<file path="src/rtl/ev20_pkg.sv">
// ev20_pkg: shared constants and types for the EV20 program-counter controller.
//   PC_W / OFS_W / DEPTH : PC width, relative-offset width, return-stack depth
//   op_e                 : decoded flow-control operation codes
//   FC_*                 : fault-cause codes reported on fault_code
//   pc_state_e           : controller FSM states
//   nxt_sel_e            : next-PC source selection for pc_next
package ev20_pkg;

    localparam int PC_W  = 11;
    localparam int OFS_W = 10;
    localparam int DEPTH = 4;

    typedef enum logic [1:0] {
        OP_SEQ  = 2'b00,
        OP_JMP  = 2'b01,
        OP_CALL = 2'b10,
        OP_RET  = 2'b11
    } op_e;

    localparam logic [1:0] FC_NONE = 2'b00;
    localparam logic [1:0] FC_OVF  = 2'b01;
    localparam logic [1:0] FC_UNF  = 2'b10;

    typedef enum logic [2:0] {
        ST_IDLE       = 3'd0,
        ST_CALL_ISSUE = 3'd1,
        ST_RET_ISSUE  = 3'd2,
        ST_LOAD       = 3'd3,
        ST_FAULT      = 3'd4
    } pc_state_e;

    typedef enum logic [1:0] {
        NXT_HOLD = 2'b00,
        NXT_INC  = 2'b01,
        NXT_REL  = 2'b10,
        NXT_STK  = 2'b11
    } nxt_sel_e;

endpackage

</file>
<file path="src/rtl/pc_next.sv">
// pc_next: combinational next-PC selection.
//   i_sel    : source select (hold / PC+1 / PC+zext(ofs) / stack PC)
//   i_pc     : current PC
//   i_ofs    : unsigned relative offset, zero-extended to PC_W
//   i_stk_pc : PC returned by the branch/return stack
//   o_pc     : selected next PC, arithmetic wraps modulo 2^PC_W
module pc_next
    import ev20_pkg::*;
#(
    parameter int P_PC_W  = PC_W,
    parameter int P_OFS_W = OFS_W
) (
    input  nxt_sel_e            i_sel,
    input  logic [P_PC_W-1:0]   i_pc,
    input  logic [P_OFS_W-1:0]  i_ofs,
    input  logic [P_PC_W-1:0]   i_stk_pc,
    output logic [P_PC_W-1:0]   o_pc
);

    logic [P_PC_W-1:0] w_ofs_zx;

    assign w_ofs_zx = {{(P_PC_W-P_OFS_W){1'b0}}, i_ofs};

    // Sums are kept at P_PC_W bits so the carry out is dropped (modulo wrap).
    always_comb begin
        o_pc = i_pc;
        case (i_sel)
            NXT_INC:  o_pc = i_pc + P_PC_W'(1);
            NXT_REL:  o_pc = i_pc + w_ofs_zx;
            NXT_STK:  o_pc = i_stk_pc;
            default:  o_pc = i_pc;
        endcase
    end

endmodule

</file>
<file path="src/rtl/pc_ctrl.sv">
// pc_ctrl: EV20 program-counter controller and initiator side of the
// branch/return stack.
//   clk, rst            : clock, synchronous active-high reset
//   hold                : advance enable (1 = act), shared with the stack
//   op_valid/op/S       : offered operation and its offset
//   op_ready            : controller can accept an operation
//   PC, OLD_PC          : current PC (OLD_PC is the value pushed on CALL)
//   branch, ret         : registered push / pop strobes to the stack
//   stk_pc, stk_level   : stack NEW_PC and fill level
//   fault, fault_code   : sticky overflow/underflow fault
module pc_ctrl
    import ev20_pkg::*;
#(
    parameter int P_PC_W  = PC_W,
    parameter int P_OFS_W = OFS_W,
    parameter int P_DEPTH = DEPTH
) (
    input  logic                clk,
    input  logic                rst,
    input  logic                hold,
    input  logic                op_valid,
    input  logic [1:0]          op,
    input  logic [P_OFS_W-1:0]  S,
    output logic                op_ready,
    output logic [P_PC_W-1:0]   PC,
    output logic                branch,
    output logic                ret,
    output logic [P_PC_W-1:0]   OLD_PC,
    input  logic [P_PC_W-1:0]   stk_pc,
    input  logic [2:0]          stk_level,
    output logic                fault,
    output logic [1:0]          fault_code
);

    pc_state_e          r_state;
    logic [P_PC_W-1:0]  r_pc;
    logic               r_branch;
    logic               r_ret;
    logic               r_fault;
    logic [1:0]         r_fault_code;

    op_e                w_op;
    logic               w_accept;
    nxt_sel_e           w_sel;
    logic [P_PC_W-1:0]  w_pc_next;

    assign w_op     = op_e'(op);
    assign op_ready = (r_state == ST_IDLE) & ~rst;
    assign w_accept = op_valid & op_ready & hold;

    // PC only moves on an accepted SEQ/JMP or on the LOAD edge; CALL/RET
    // keep it frozen so OLD_PC stays stable while the stack samples it.
    always_comb begin
        w_sel = NXT_HOLD;
        if (w_accept) begin
            if (w_op == OP_SEQ)      w_sel = NXT_INC;
            else if (w_op == OP_JMP) w_sel = NXT_REL;
        end else if (hold && r_state == ST_LOAD) begin
            w_sel = NXT_STK;
        end
    end

    pc_next #(
        .P_PC_W  (P_PC_W),
        .P_OFS_W (P_OFS_W)
    ) u_pc_next (
        .i_sel    (w_sel),
        .i_pc     (r_pc),
        .i_ofs    (S),
        .i_stk_pc (stk_pc),
        .o_pc     (w_pc_next)
    );

    always_ff @(posedge clk) begin
        if (rst) begin
            r_state      <= ST_IDLE;
            r_pc         <= '0;
            r_branch     <= 1'b0;
            r_ret        <= 1'b0;
            r_fault      <= 1'b0;
            r_fault_code <= FC_NONE;
        end else if (hold) begin
            r_pc <= w_pc_next;
            case (r_state)
                ST_IDLE: begin
                    if (w_accept) begin
                        case (w_op)
                            OP_CALL: begin
                                if (stk_level >= 3'(P_DEPTH)) begin
                                    r_state      <= ST_FAULT;
                                    r_fault      <= 1'b1;
                                    r_fault_code <= FC_OVF;
                                end else begin
                                    r_state  <= ST_CALL_ISSUE;
                                    r_branch <= 1'b1;
                                end
                            end
                            OP_RET: begin
                                if (stk_level == 3'd0) begin
                                    r_state      <= ST_FAULT;
                                    r_fault      <= 1'b1;
                                    r_fault_code <= FC_UNF;
                                end else begin
                                    r_state <= ST_RET_ISSUE;
                                    r_ret   <= 1'b1;
                                end
                            end
                            default: r_state <= ST_IDLE;
                        endcase
                    end
                end
                // The stack samples the strobe on this same hold=1 edge.
                ST_CALL_ISSUE: begin
                    r_branch <= 1'b0;
                    r_state  <= ST_LOAD;
                end
                ST_RET_ISSUE: begin
                    r_ret   <= 1'b0;
                    r_state <= ST_LOAD;
                end
                ST_LOAD:  r_state <= ST_IDLE;
                ST_FAULT: r_state <= ST_FAULT;
                default:  r_state <= ST_IDLE;
            endcase
        end
    end

    assign PC         = r_pc;
    assign OLD_PC     = r_pc;
    assign branch     = r_branch;
    assign ret        = r_ret;
    assign fault      = r_fault;
    assign fault_code = r_fault_code;

endmodule

</file>
<file path="config.mk">
export PLATFORM = sky130hd
export DESIGN_NAME = pc_ctrl
export DESIGN_NICKNAME = d
export VERILOG_FILES = /design/src/rtl/ev20_pkg.sv /design/src/rtl/pc_next.sv /design/src/rtl/pc_ctrl.sv
export SDC_FILE = /design/constraint.sdc
export NUM_CORES = 1
export LEC_CHECK = 0
export CELL_PAD_IN_SITES_DETAIL_PLACEMENT = 2
export CELL_PAD_IN_SITES_GLOBAL_PLACEMENT = 2
export CORE_ASPECT_RATIO = 2
export CORE_MARGIN = 4
export CORE_UTILIZATION = 35
export CTS_CLUSTER_SIZE = 10
export DETAILED_ROUTE_END_ITERATION = 12
export DONT_BUFFER_PORTS = 1
export HOLD_SLACK_MARGIN = 0.08
export PLACE_DENSITY_LB_ADDON = 0.1
export RECOVER_POWER = 50
export SLEW_MARGIN = 40
export SYNTH_ARGS = -nofsm -noshare
export SYNTH_HDL_FRONTEND = slang
export SYNTH_SLANG_ARGS = --single-unit
</file>
<file path="constraint.sdc">
create_clock -name clk -period 3.9 [get_ports clk]
set_input_delay 0.195 -clock clk [delete_from_list [all_inputs] [get_ports clk]]
set_output_delay 0.195 -clock clk [all_outputs]
set_load 0.005 [all_outputs]
</file>
* Word-level counts from Yosys, hierarchy flattened
Index checks and enable logic that the tools add are counted.
** Word-level totals
- Register bits :: 19
** Cells by class
- $add $sub $neg :: 2
- Order comparisons :: 1
- Eq/ne operators :: 17
- Multiplexer cells :: 24
- Bitwise logic cells :: 4
- Reduce and logical (&&, ||, !) cells :: 14
** Operator list (count)
- $pmux W11 S3 :: 1
- $mux W2 :: 6
- $add A11 B1 Y11 const B :: 1
- $add A11 B10 Y11 :: 1
- $ne A2 B2 Y1 const B :: 5
- $reduce_and A5 Y1 :: 2
- $mux W3 :: 3
- $pmux W3 S3 :: 1
- $eq A2 B2 Y1 const B :: 4
- $mux W1 :: 8
- $eq A3 B2 Y1 const B :: 2
- $logic_not A3 Y1 :: 2
- $pmux W1 S2 :: 3
- $pmux W3 S2 :: 1
- $reduce_and A6 Y1 :: 1
- $reduce_bool A2 Y1 :: 3
- $eq A2 B1 Y1 const B :: 2
- $ne A2 B1 Y1 const B :: 2
- $pmux W2 S2 :: 1
- $reduce_and A2 Y1 :: 2
- $and A1 B1 Y1 :: 3
- $eq A3 B1 Y1 const B :: 1
- $eq A3 B3 Y1 const B :: 1
- $ge A3 B3 Y1 const B :: 1
- 5 further kinds :: 5

* Logic depth before layout (Yosys ltp)
- Depth in word-level cells :: 8
- Depth in mapped cells :: 15

* Cells and area by module
From an unflattened synthesis, not the netlist that was laid out.
** Unflattened totals
- Cell total of the unflattened synthesis :: 211
- Area total of the unflattened synthesis :: 1735.4 sq um
** Modules (own cells, without submodules)
- pc_ctrl :: times used 1, cells each 97, area each 927.1 sq um, sequential area each 380.4 sq um
- pc_next :: times used 1, cells each 114, area each 808.3 sq um, sequential area each 0.0 sq um

* Least setup slack after synthesis
OpenSTA, ideal clock, no wires.
- Path kind :: reg2reg
- Start point :: register r_state[1]
- End point :: register r_pc[10], in the netlist OLD_PC[10]
- Setup time :: 0.079 ns
- Arrival time :: 2.795 ns
- Data required time :: 3.821 ns
- Path slack :: 1.026 ns
- Cell stages (with the launch flop) :: 14
- Buffers on the path :: 2
- Clock period less this slack :: 2.874 ns
- Cell sequence :: dfxtp_1 buf_2 nor2_2 and4_4 and2b_1 clkbuf_1 nand3_1 fa_1 nand2b_1 nand2b_1 a211oi_4 a2111oi_4 xnor2_1 a211oi_2
** Between the ends
- Word-level cells in the longest chain between the ends :: 8
- Elaborated cells between the ends (all ways) :: 14
- Those cells by class :: 4 x eq/ne; 3 x mux; 3 x bitwise; 4 x reduce/logical
** RTL lines
- start, declared :: line pc_ctrl.sv:35 : pc_state_e r_state;
- start signal, assigned :: line pc_ctrl.sv:76 : r_state <= ST_IDLE;
- start signal, assigned :: line pc_ctrl.sv:90 : r_state <= ST_FAULT;
- start signal, assigned :: line pc_ctrl.sv:94 : r_state <= ST_CALL_ISSUE;
- $logic_not A3 Y1 :: line pc_ctrl.sv:48 : assign op_ready = (r_state == ST_IDLE) & ~rst;
- $and A1 B1 Y1 :: line pc_ctrl.sv:48
- $and A1 B1 Y1 (2 in a row) :: line pc_ctrl.sv:49 : assign w_accept = op_valid & op_ready & hold;
- $mux W2 * :: line pc_ctrl.sv:55 : if (w_accept) begin
- $eq A2 B1 Y1 / $eq A2 B2 Y1 (equally long branches) :: line pc_next.sv:27 : case (i_sel)
- $reduce_bool A3 Y1 (no line)
- $reduce_and A2 Y1 (no line)
- end signal, assigned :: line pc_ctrl.sv:83 : r_pc <= w_pc_next;
- end, declared :: line pc_ctrl.sv:36 : logic [P_PC_W-1:0] r_pc;
Every way passes the cells marked *; elsewhere a longest branch is shown, timed or not.
A chain may end at the register's enable or synchronous reset.

* Final worst setup path
Same ends and word-level chain as after synthesis.

==> flow_summary.toml <==
[status]
status = "finished clean"

[floorplanning]
fp-row-count = 33
die_width_um = 54.9
dieArea_um2 = 5580
die_y_um = 102
start_util = 0.368
io_pins = 58
design.core.area_um2 = 4170

[drt]
drt_iter0_drc = 7
via_per_inst = 5.81
route.detailed.drc = 0
final_antenna_net_count = 0
wl_um = 4720
avgRoutedWirePerCell_um = 21.3
drtPass1Iterations = 3
vias = 1289

[global_routing]
gr-total-overflow = 0
grt_max_degree = 23
grt_usage = 0.187
grt_pass1_wl_um = 7450
grt_pass1_vias = 1532
antenna_found_initial = 0

[clocking]
post_cts_buffers = 0
cts_tree = "done"
cts_buffers = 3
cts.clk_slew.worst_paths_ps = 80
cts_max_level = 1
cts_sinks = 19
cts-root-buf = "clkbuf_8"
insertion_delay_ps = 270
clock_path_buffers = 2

[synthesis]
ys_ff_latch = 19
yosysMostFrequentCell = "dfxtp_1"
syn_inst = 182
syn-cell-area_um2 = 1540
synth-edff-count = 0
syn_area_per_cell_um2 = 8.44
synth_ff_type = "dfxtp_1"
post_synth_main_area_contributors = "dfxtp_1 (25%), ha_1 (8.1%), buf_4 (5.4%)"
synth.distinct_cells = 49
synth_top_cell_area_share = 0.248
synthArstFlopShare = 0
ys.warnings.count = 0
synth.net_count = 223
synth-seq-area-share = 0.248
synth_top_cells_by_count = "dfxtp_1 (19), nor2_1 (17), nand2_1 (14)"
yosys.area.top_type = "dfxtp_1"

[critical_path]
crit_arrival_ps = 3250
cp-start-kind = "flip-flop"
path_class = "flip-flop to flip-flop"
path_common_cell = "nand2b_1"
endpoint_kind = "flip-flop"
slowest_delay_ps = 500
path_max_fanout = 22
crit_slowest_cell = "dfxtp_1"
crit_chain = "nor2_2 > and4_4 > and2b_1 > buf_4 > nand3b_1 > ha_1 > inv_1 > fa_1 > nand2b_1 > nand2b_1 > a211oi_4 > a2111oi_4 > xnor2_1 > a211oi_2"
required_ps = 4030

[layout]
regArea_um2 = 380
multiInputGateArea_um2 = 987
diodes = 0
layout-drive-gt1-share = 0.0882
stdcell_area_um2 = 1540
nFillCells = 500
finalNetCount = 212
area_growth_pct = 0.326

[timing]
fmax_mhz = 320
fin_crit_ps = 3120
rsz0062_at_grt = "false"
worstMarginPinSlew_ps = 686
finalMaxSlewViolations = 0
slew_headroom = 0.541
hold_viol = 0
setup_tns_ps = 0
setup_viol = 0
finalCritPeriodShare = 0.801
holdWs_ps = 88.8
clock_skew_ps = 5.99

[placement]
finalWeightedCongestion = 0.825
placed_cell_area_um2 = 1470
portBuffers = 0
place_hpwl_um = 3580

[power_and_ir_drop]
power.leakage_nw = 0.625
finalPower_uw = 388
p_per_area_nw_per_um2 = 251
irDropWorstVdd_mv = 0.228

[job]
drv_cap = 0

[hold_path]
hold_path.class = "primary input to flip-flop"
[area by class of cell]
cell class / count / area share
clock buffer: 4 / 0.0292
inverter: 7 / 0.0170
multi-input combinational: 136 / 0.640
sequential: 19 / 0.247
tap: 52 / 0.0422
timing repair buffer: 4 / 0.0244
[per-layer routing]
metal / track usage / wire length [um] / vias up
met2: 0.384 / 2920 / 27
met5: 0 / 0 / -
li1: - / - / 619
met1: 0.159 / 1550 / 639
met4: 0.0576 / 62 / 0
met3: 0.0398 / 193 / 4
[where the power goes]
group,switching (mW),leakage (nW),total [mW],internal (mW)
clock network,0.0772,0.0228,0.150,0.0730
registers,0.00476,0.153,0.202,0.197
logic,0.0197,0.449,0.0356,0.0159
[final timing paths]
check / depth (start not counted) / end / start / slack (ps)
hold reg to reg: 2 / fault / fault / 510
hold / removal: 2 / r_state[1] / rst / 90
setup reg to reg: 14 / OLD_PC[10] / r_state[1] / 780
setup / recovery: 14 / OLD_PC[10] / r_state[1] / 780
[flip-flops by register name (all words and copies together), names as in the netlist]
| register | flops |
|---|---|
| OLD_PC | 11 |
| r_state | 3 |
| fault_code | 2 |
| branch | 1 |
| fault | 1 |
| ret | 1 |
[critical path, delay by kind of cell (launching register included)]
family / cells / cell delay [ps]
XOR/XNOR: 1 / 180
AO/OA/AOI/OAI: 3 / 560
flip-flops: 1 / 500
adder cells (fa/ha/maj): 2 / 560
buffers and inverters: 2 / 270
AND/OR/NAND/NOR: 6 / 900
[timing repair]
action                    CTS  global route
hold endpoints to repair   15             0
gates resized for setup     0             0
hold buffers                3             0
[layout by cell type, fill, tap and decap left out, types with 2 or more instances in the layout]
cell type / synthesis / layout
a211oi_1: 2 / 2
a21o_1: 3 / 3
a21oi_1: 11 / 11
a311oi_1: 6 / 6
a31oi_1: 4 / 4
and2_1: 2 / 2
and3_1: 9 / 9
clkbuf_8: 2 / 3
dfxtp_1: 19 / 19
dlygate4sd3_1: 0 / 3
ha_1: 10 / 10
inv_1: 6 / 6
mux2i_1: 6 / 6
nand2_1: 14 / 14
nand2b_1: 3 / 3
nand3_1: 6 / 6
nand3b_1: 2 / 2
nor2_1: 17 / 17
nor2b_1: 3 / 3
nor3_1: 2 / 2
nor3b_1: 2 / 2
nor4b_1: 2 / 2
o21a_1: 3 / 3
o21ai_0: 3 / 3
xnor2_1: 4 / 4
xor2_1: 2 / 2
[through the flow]
| step | setup WS (ps) | utilization | instances |
|---|---|---|---|
| finish | 777 | 0.370 | 222 |
| CTS | 779 | 0.370 | 222 |
| detailed placement | 834 | 0.352 | 215 |
| global route | 600 | 0.370 | 222 |
| global placement | 976 | 0.352 | 215 |
| floorplan | 1030 | - | 182 |
[cell families (layout without fill, tap and decap cells)]
| family | after synthesis | after routing | share of synthesized area |
|---|---|---|---|
| AOI/OAI and AO/OA | 43 | 43 | 0.224 |
| muxes | 6 | 6 | 0.0391 |
| buffers and inverters | 27 | 15 | 0.110 |
| xor gates and xnor gates | 6 | 6 | 0.0342 |
| adders and majority gates | 11 | 11 | 0.0945 |
| and+or+nand+nor | 70 | 70 | 0.251 |
| DFF | 19 | 19 | 0.248 |
(Power assumes the default switching activity.)
